## config.mk

```make
export PLATFORM = sky130hd
export DESIGN_NAME = text_pixel_gen
export DESIGN_NICKNAME = d
export VERILOG_FILES = /design/src/rtl/text_pixel_gen.sv
export SDC_FILE = /design/constraint.sdc
export NUM_CORES = 1
export LEC_CHECK = 0
export BUFFER_PORTS_ARGS = -buffer_cell sky130_fd_sc_hd__clkbuf_2
export CORE_AREA = 2 2 119 121
export CTS_BUF_LIST = sky130_fd_sc_hd__clkbuf_16
export DETAILED_ROUTE_END_ITERATION = 16
export DIE_AREA = 0 0 121 123
export GPL_TIMING_DRIVEN = 0
export PLACE_DENSITY_LB_ADDON = 0.08
export SLEW_MARGIN = 15
export SYNTH_ARGS = -nofsm -noshare
export SYNTH_HDL_FRONTEND = slang
export SYNTH_SLANG_ARGS = --single-unit
```

## constraint.sdc

```tcl
create_clock -name clk -period 5 [get_ports clk]
set_input_delay 0.5 -clock clk [delete_from_list [all_inputs] [get_ports clk]]
set_output_delay 0.5 -clock clk [all_outputs]
set_load 0.01 [all_outputs]
```

## src/rtl/text_pixel_gen.sv

```systemverilog
// text_pixel_gen: text-mode pixel generator fetching char and glyph words per pixel over a
// variable-latency memory handshake; colours the staged pixel on the next pix_req.
module text_pixel_gen #(
    parameter int H_OFFSET    = 48,
    parameter int V_OFFSET    = 33,
    parameter int H_ACTIVE    = 640,
    parameter int V_ACTIVE    = 480,
    parameter int GLYPH_H     = 8,
    parameter int TEXT_STRIDE = 128,
    parameter int GLYPH_BASE  = 'h2000,
    parameter int ADDR_W      = 14,
    parameter int BLINK_LOG2  = 5
) (
    input  logic              clk,
    input  logic              rst_n,
    input  logic              pix_req,
    input  logic [9:0]        next_col,
    input  logic [9:0]        next_row,
    input  logic [1:0]        mode,
    input  logic [7:0]        sw_color,
    input  logic [6:0]        cursor_col,
    input  logic [5:0]        cursor_row,
    output logic              mem_rd,
    output logic [ADDR_W-1:0] mem_addr,
    input  logic              mem_valid,
    input  logic [15:0]       mem_data,
    output logic [7:0]        next_color,
    output logic              ready,
    output logic              underrun
);
    typedef enum logic [2:0] {IDLE, STAGE, C_REQ, C_WAIT, G_REQ, G_WAIT, READY} state_t;
    localparam int GL_LOG2 = (GLYPH_H == 16) ? 4 : 3;
    localparam logic [9:0] HA = 10'(H_ACTIVE);
    localparam logic [9:0] VA = 10'(V_ACTIVE);

    state_t state, state_nx;
    logic [9:0] lc, lr, tr;
    logic [6:0] tc;
    logic [3:0] gl;
    logic [1:0] smode;
    logic [15:0] chr, gly;
    logic [BLINK_LOG2-1:0] frame_cnt;
    logic [30:0] lfsr;
    logic [2:0] stale;
    logic in_frame, fresh, hit, abandon, lit, cursor;
    logic [7:0] attr, glyph_byte, text_color, pix_color;
    logic [ADDR_W-1:0] char_addr, glyph_addr;

    assign in_frame   = lc < HA && lr < VA;
    assign tc         = lc[9:3];
    assign tr         = lr >> GL_LOG2;
    assign gl         = lr[3:0] & 4'(GLYPH_H - 1);
    assign char_addr  = ADDR_W'(tr) * ADDR_W'(TEXT_STRIDE) + ADDR_W'(tc);
    assign glyph_addr = ADDR_W'(GLYPH_BASE) + ADDR_W'(chr[7:0]) * ADDR_W'(GLYPH_H / 2) + ADDR_W'(gl[3:1]);
    assign mem_rd     = state == C_REQ || state == G_REQ;
    assign mem_addr   = state == C_REQ ? char_addr : state == G_REQ ? glyph_addr : '0;
    assign ready      = state == READY;

    // Responses owed to abandoned fetches are counted and dropped as they return.
    assign hit     = mem_valid && stale != 0;
    assign fresh   = mem_valid && stale == 0 && (state == C_WAIT || state == G_WAIT);
    assign abandon = pix_req && (state == C_REQ || state == C_WAIT || state == G_REQ || state == G_WAIT) && !fresh;

    assign attr       = chr[15:8];
    assign glyph_byte = gl[0] ? gly[7:0] : gly[15:8];
    assign lit        = glyph_byte[~lc[2:0]];
    assign text_color = smode == 2'd2 ? (lit ? attr : (attr != 0 ? {attr[4:2], 5'b0} : 8'h00))
                                      : (lit ? 8'hFF : 8'h00);
    assign cursor     = tc == cursor_col && tr == {4'b0, cursor_row} && frame_cnt[BLINK_LOG2-1];
    assign pix_color  = !in_frame ? 8'h00 :
                        smode == 2'd0 ? ((lc[6] ^ lr[6]) ? 8'h00 : sw_color) :
                        smode == 2'd1 ? lfsr[7:0] :
                        cursor ? ~text_color : text_color;

    always_comb begin
        state_nx = state;
        case (state)
            STAGE:   state_nx = (in_frame && mode[1]) ? C_REQ : READY;
            C_REQ:   state_nx = C_WAIT;
            C_WAIT:  state_nx = fresh ? G_REQ : C_WAIT;
            G_REQ:   state_nx = G_WAIT;
            G_WAIT:  state_nx = fresh ? READY : G_WAIT;
            default: state_nx = state;
        endcase
        if (pix_req) state_nx = STAGE;
    end

    always_ff @(posedge clk or negedge rst_n) begin
        if (!rst_n) begin
            state      <= IDLE;
            lc         <= '0;
            lr         <= '0;
            smode      <= '0;
            chr        <= '0;
            gly        <= '0;
            frame_cnt  <= '0;
            lfsr       <= 31'd733;
            stale      <= '0;
            next_color <= '0;
            underrun   <= 1'b0;
        end else begin
            state <= state_nx;
            lfsr  <= {lfsr[28:0], lfsr[30] ^ lfsr[28], lfsr[29] ^ lfsr[27]};
            stale <= stale + 3'(abandon) - 3'(hit);
            if (state == STAGE) smode <= mode;
            if (fresh && state == C_WAIT) chr <= mem_data;
            if (fresh && state == G_WAIT) gly <= mem_data;
            if (pix_req) begin
                lc         <= next_col - 10'(H_OFFSET);
                lr         <= next_row - 10'(V_OFFSET);
                next_color <= ready ? pix_color : 8'h00;
                underrun   <= underrun | !ready;
                if (next_col == 0 && next_row == 0) frame_cnt <= frame_cnt + BLINK_LOG2'(1);
            end
        end
    end
endmodule

```

# Word-level counts from Yosys, hierarchy flattened

Cells that the tools add are included.
W data, S select, Z words.

Multiplexer cells: 20
Reductions and logical operators: 27
Equality and inequality tests: 10
Shifts and indexed selects: 0
$lt $le $gt $ge: 3
$add $sub $neg: 8
Div/mod/pow operators: 0
Multipliers: 0
Bitwise logic cells: 6

Operators with widths:

| operator                 | number |
|---|---|
| $mux W8                  | 11 |
| $mux W14                 | 2 |
| $logic_not A10 Y1        | 2 |
| $sub A10 B6 Y10 const B  | 2 |
| $pmux W3 S5              | 1 |
| $add A14 B10 Y14 const A | 1 |
| $add A14 B2 Y14          | 1 |
| $add A14 B7 Y14          | 1 |
| $logic_and A1 B1 Y1      | 12 |
| $lt A10 B10 Y1 const B   | 1 |
| $lt A10 B9 Y1 const B    | 1 |
| $eq A3 B3 Y1 const B     | 3 |
| $mux W3                  | 3 |
| $not A8 Y8               | 1 |
| $reduce_bool A8 Y1       | 1 |
| $eq A7 B6 Y1             | 1 |
| $eq A7 B7 Y1             | 1 |
| $eq A3 B2 Y1 const B     | 2 |
| $reduce_bool A6 Y1       | 1 |
| $add A5 B1 Y5 const B    | 1 |
| $logic_or A1 B1 Y1       | 5 |
| $lt A3 B4 Y1 const B     | 1 |
| $add A3 B1 Y3            | 1 |
| $bmux W1 S3              | 1 |
| 14 further kinds         | 17 |

Output and inout port bits: 25
Logic and storage cells: 85
Memories: 0
ROM bits: 0
Bits in registers: 105
Bits of input ports: 63
Bits in latches: 0
Bits in writable memories: 0

# Depth between registers and ports, before layout

Word-level depth: 11
Gate-level depth with buffers: 10
Mapped depth without buffers: 9

# Worst setup path after synthesis

OpenSTA, ideal clock, no wires.

Kind: input-to-reg
Start point: input port pix_req
End point: register stale[2]
Stages: 10
Path slack: 2253 ps
Path buffers: 3
Data required time: 4877 ps
Arrival time: 2624 ps
Path through: clkbuf_1 > buf_1 > clkbuf_1 > o211ai_1 > ha_1 > inv_1 > ha_1 > fa_1 > xnor2_1 > xnor2_1

Longest elaborated chain between the ends: 4

RTL lines:

| element                           | line | source |
|---|---|---|
| from (decl)                       | 16   | `input logic pix_req,` |
| $logic_and A1 B1 Y1 (2 in series) | 62   | `assign abandon = pix_req && (state == C_REQ \|\| state == C_WAIT \|\| state == G_REQ \|\| state == G_WAIT) && !fresh ...` |
| $add A3 B1 Y3                     | 104  | `stale <= stale + 3'(abandon) - 3'(hit);` |
| $sub A3 B1 Y3                     | 104  |  |
| to (signal assigned)              | 104  |  |
| to (decl)                         | 44   | `logic [2:0] stale;` |

No other way between the ends.
A chain may end at the register's enable or synchronous reset.

# Worst setup path in the final report

Same ends and word-level chain as after synthesis.

==> impl_metrics.json <==
{
  "critPathCaptureType": "flop",
  "finalMaxSlewViolations": 0,
  "clkLatencyLatePin_ns": 0.35,
  "synth_top_area_cell": "dfrtp_1",
  "seqPwrFrac": 0.449,
  "synth_top_family_by_area": "multiplexers",
  "seq_area_frac_synth": 0.5356,
  "drt_iter0_drc": 222,
  "antenna_found_initial": 0,
  "post_dp_cell_area_um2": 5614,
  "finalHoldViolCount": 0,
  "yosys-top-cells-area": "dfrtp_1 (50%), mux2_2 (10%), xnor2_1 (5.3%)",
  "viasPerCell": 4.954,
  "cts_tree": "done",
  "yosysTopAreaCellShare": 0.4982,
  "cts_buffers": 9,
  "intPower_w": 0.001710,
  "dr.pass1.iters": 4,
  "cts_resized": 0,
  "critical_path_required_ns": 5.24,
  "routed_wl_um": 11890,
  "io_buffers": 86,
  "synth_xor_area_frac": 0.07295,
  "period_share": 0.5929,
  "cts_buffer_depth": 2,
  "cts_htree_levels": 3,
  "io_pins": 88,
  "p_total_w": 0.002467,
  "fp.dieH_um": 123,
  "synth-simple-area-share": 0.1057,
  "crit_slowest_cell": "buf_1",
  "synth_nets": 487,
  "wl_per_cell_um": 17.02,
  "rows": 43,
  "timing.critical_path.arrival_ns": 3.20,
  "switching_share": 0.3068,
  "dieArea_um2": 14880,
  "synth_seq_cells": 105,
  "rrSetupSlack_ns": 2.20,
  "rsz0062_at_grt": "no",
  "root_buffer": "clkbuf_16",
  "final_area_um2": 5908,
  "async_reset_ff_frac": 1.000,
  "track_usage": 0.1731,
  "setup_viol": 0,
  "netlist_area_um2": 4922,
  "power_density_nw_per_um2": 417.5,
  "p_comb_frac": 0.263,
  "n_antenna_cell": 0,
  "hold_class": "in2async",
  "grt_pass1_wl_um": 19480,
  "synth_ff_type": "dfrtp_1",
  "critical_path.cell_chain": "clkbuf_1 -> buf_1 -> clkbuf_1 -> o211ai_1 -> ha_1 -> inv_1 -> ha_1 -> fa_1 -> xnor2_1 -> xnor2_1",
  "cap_violations": 0,
  "power_leakage_nw": 2.709,
  "crit_fanout": 10,
  "critPathKind": "in2reg",
  "final_nets": 585,
  "drive_gt1_frac": 0.3295,
  "p_switching_w": 0.0007568,
  "clock_sinks": 105,
  "synth_cells": 416,
  "place.gp.congestion": 0.8116,
  "cts_setup_buffers": 0,
  "drc": 0,
  "synth-edff-count": 0,
  "start_kind": "input port",
  "globalRoute.totalOverflow": 0,
  "setup_tns_ns": 0,
  "cts_hold_buf": 0,
  "post-place-ws_ns": 1.605,
  "grt_max_degree": 57,
  "syn_avg_cell_area_um2": 11.83,
  "clk_pin_slew_ns": 0.07,
  "slowest_delay_ns": 0.48,
  "final.min_clock_period_ns": 2.965,
  "synth-compound-area-share": 0.09304,
  "die_x_um": 121,
  "start_util": 0.3616,
  "critical_path_buf_inv_count": 4,
  "vias": 3463,
  "grt_pass1_vias": 3601,
  "synth.distinct_cells": 48,
  "slew_headroom": 0.4648,
  "dpl.hpwl_um": 8972,
  "peakVddDrop_uv": 249.5,
  "final_antenna_net_count": 0,
  "p_clk_frac": 0.288,
  "max_slew.worst_pin.slew_ns": 0.7971,
  "skew_ns": 0.007060,
  "synthMuxAreaShare": 0.1439,
  "critPathTopFamily": "buffers and inverters",
  "core_area_um2": 13610,
  "syn_to_final_growth_pct": 20.03,
  "fmax_mhz": 337.3,
  "final.setup.worst_slack_ns": 2.035,
  "yosysWarningCount": 0,
  "status": "completed",
  "synth_adder_area_share": 0.02186
}
==> cell usage in the layout, fill, tap and decap left out, drive strengths merged, types with 2 or more instances in the layout <==
master	synthesis	final
dfrtp	98	98
nand3	2	2
mux4	6	6
inv	11	12
buf	7	8
nand2b	2	2
dfstp	7	7
a21oi	22	22
nand3b	4	4
a21o	3	3
a22oi	15	15
or4b	3	3
mux2	45	45
nand4	6	6
a31oi	3	3
mux2i	5	5
clkinv	0	4
o21ai	22	22
nor3b	8	8
ha	7	7
nand2	28	28
xnor2	30	30
xor2	11	11
nor4	4	4
o211ai	2	2
nor3	5	5
clkbuf	14	109
nor2	27	27
nor2b	8	8
==> cell usage after synthesis (all sizes together) (3+ instances only) <==
| master | count |
|---|---|
| inv | 11 |
| dfstp | 7 |
| nand2 | 28 |
| a21oi | 22 |
| a31oi | 3 |
| or4b | 3 |
| clkbuf | 14 |
| nor2b | 8 |
| o21ai | 22 |
| a21o | 3 |
| mux2 | 45 |
| a22oi | 15 |
| mux2i | 5 |
| xor2 | 11 |
| ha | 7 |
| nor2 | 27 |
| xnor2 | 30 |
| nor3 | 5 |
| nor4 | 4 |
| mux4 | 6 |
| nor3b | 8 |
| nand4 | 6 |
| nand3b | 4 |
| dfrtp | 98 |
| buf | 7 |
==> registers in the layout, summed over array words and instances (netlist names) <==
register / cells
stale: 3
lr: 10
frame_cnt: 5
chr: 16
state: 3
smode: 2
next_color: 8
lfsr: 31
lc: 10
underrun: 1
gly: 16
==> worst register-to-register path: cells and delay by family (launching register included) <==
kind,cells,cell delay [ns]
fa+ha+maj,3,0.87
flops,1,0.36
compound gates,1,0.19
buf+inv,3,0.64
xor+xnor,2,0.26
simple gates,1,0.37
==> power by group through the flow <==
stage               combinational [W]  clock [W]  sequential [W]
global route                 0.000742   0.000759         0.00113
global placement             0.000641          0         0.00112
floorplan                    0.000492          0         0.00108
CTS                          0.000660   0.000734         0.00111
detailed placement           0.000661          0         0.00113
finish                       0.000649   0.000710         0.00111
==> logic make-up after synthesis <==
| logic type | count (synthesis) |
|---|---|
| buf+inv | 32 |
| mux | 56 |
| xor+xnor | 41 |
| flops | 105 |
| simple gates | 99 |
| fa+ha+maj | 8 |
| compound gates | 75 |
==> stage by stage <==
step | utilization | std cells | hold WS, ns
floorplan | - | 416 | 0.2044
global placement | 0.4098 | 682 | 0.3371
detailed placement | 0.4124 | 683 | 0.3347
CTS | 0.4340 | 699 | 0.1002
global route | 0.4340 | 699 | 0.1104
finish | 0.4340 | 699 | 0.08567
==> area by class of cell <==
cell class,instances,area [um2]
fill,1301,7704
sequential,105,2636
buffer,21,91.34
tap,180,225.2
clock inverter,7,68.82
timing repair buffer,87,466.7
inverter,11,41.29
multi-input combinational,279,2153
clock buffer,9,225.2
==> path summary, 6_finish.rpt <==
kind,start,to,depth (start not counted)
worst min-delay path,rst_n,frame_cnt[3],1
worst max-delay path,pix_req,stale[2],10
worst max register to register,state[1],stale[2],10
worst min register to register,lfsr[16],lfsr[18],0
min in group clk,lfsr[16],lfsr[18],0
max in group asynchronous,rst_n,lfsr[0],2
==> metal layers <==
| metal | wire (um) | vias up | global-route usage |
|---|---|---|---|
| li1 | - | 1665 | - |
| met1 | 5586 | 1738 | 0.2362 |
| met2 | 5758 | 50 | 0.2784 |
| met3 | 407 | 10 | 0.03782 |
| met4 | 142 | 0 | 0.05015 |
| met5 | 0 | - | 0 |
Note: power is estimated with default switching activity, not from simulation.
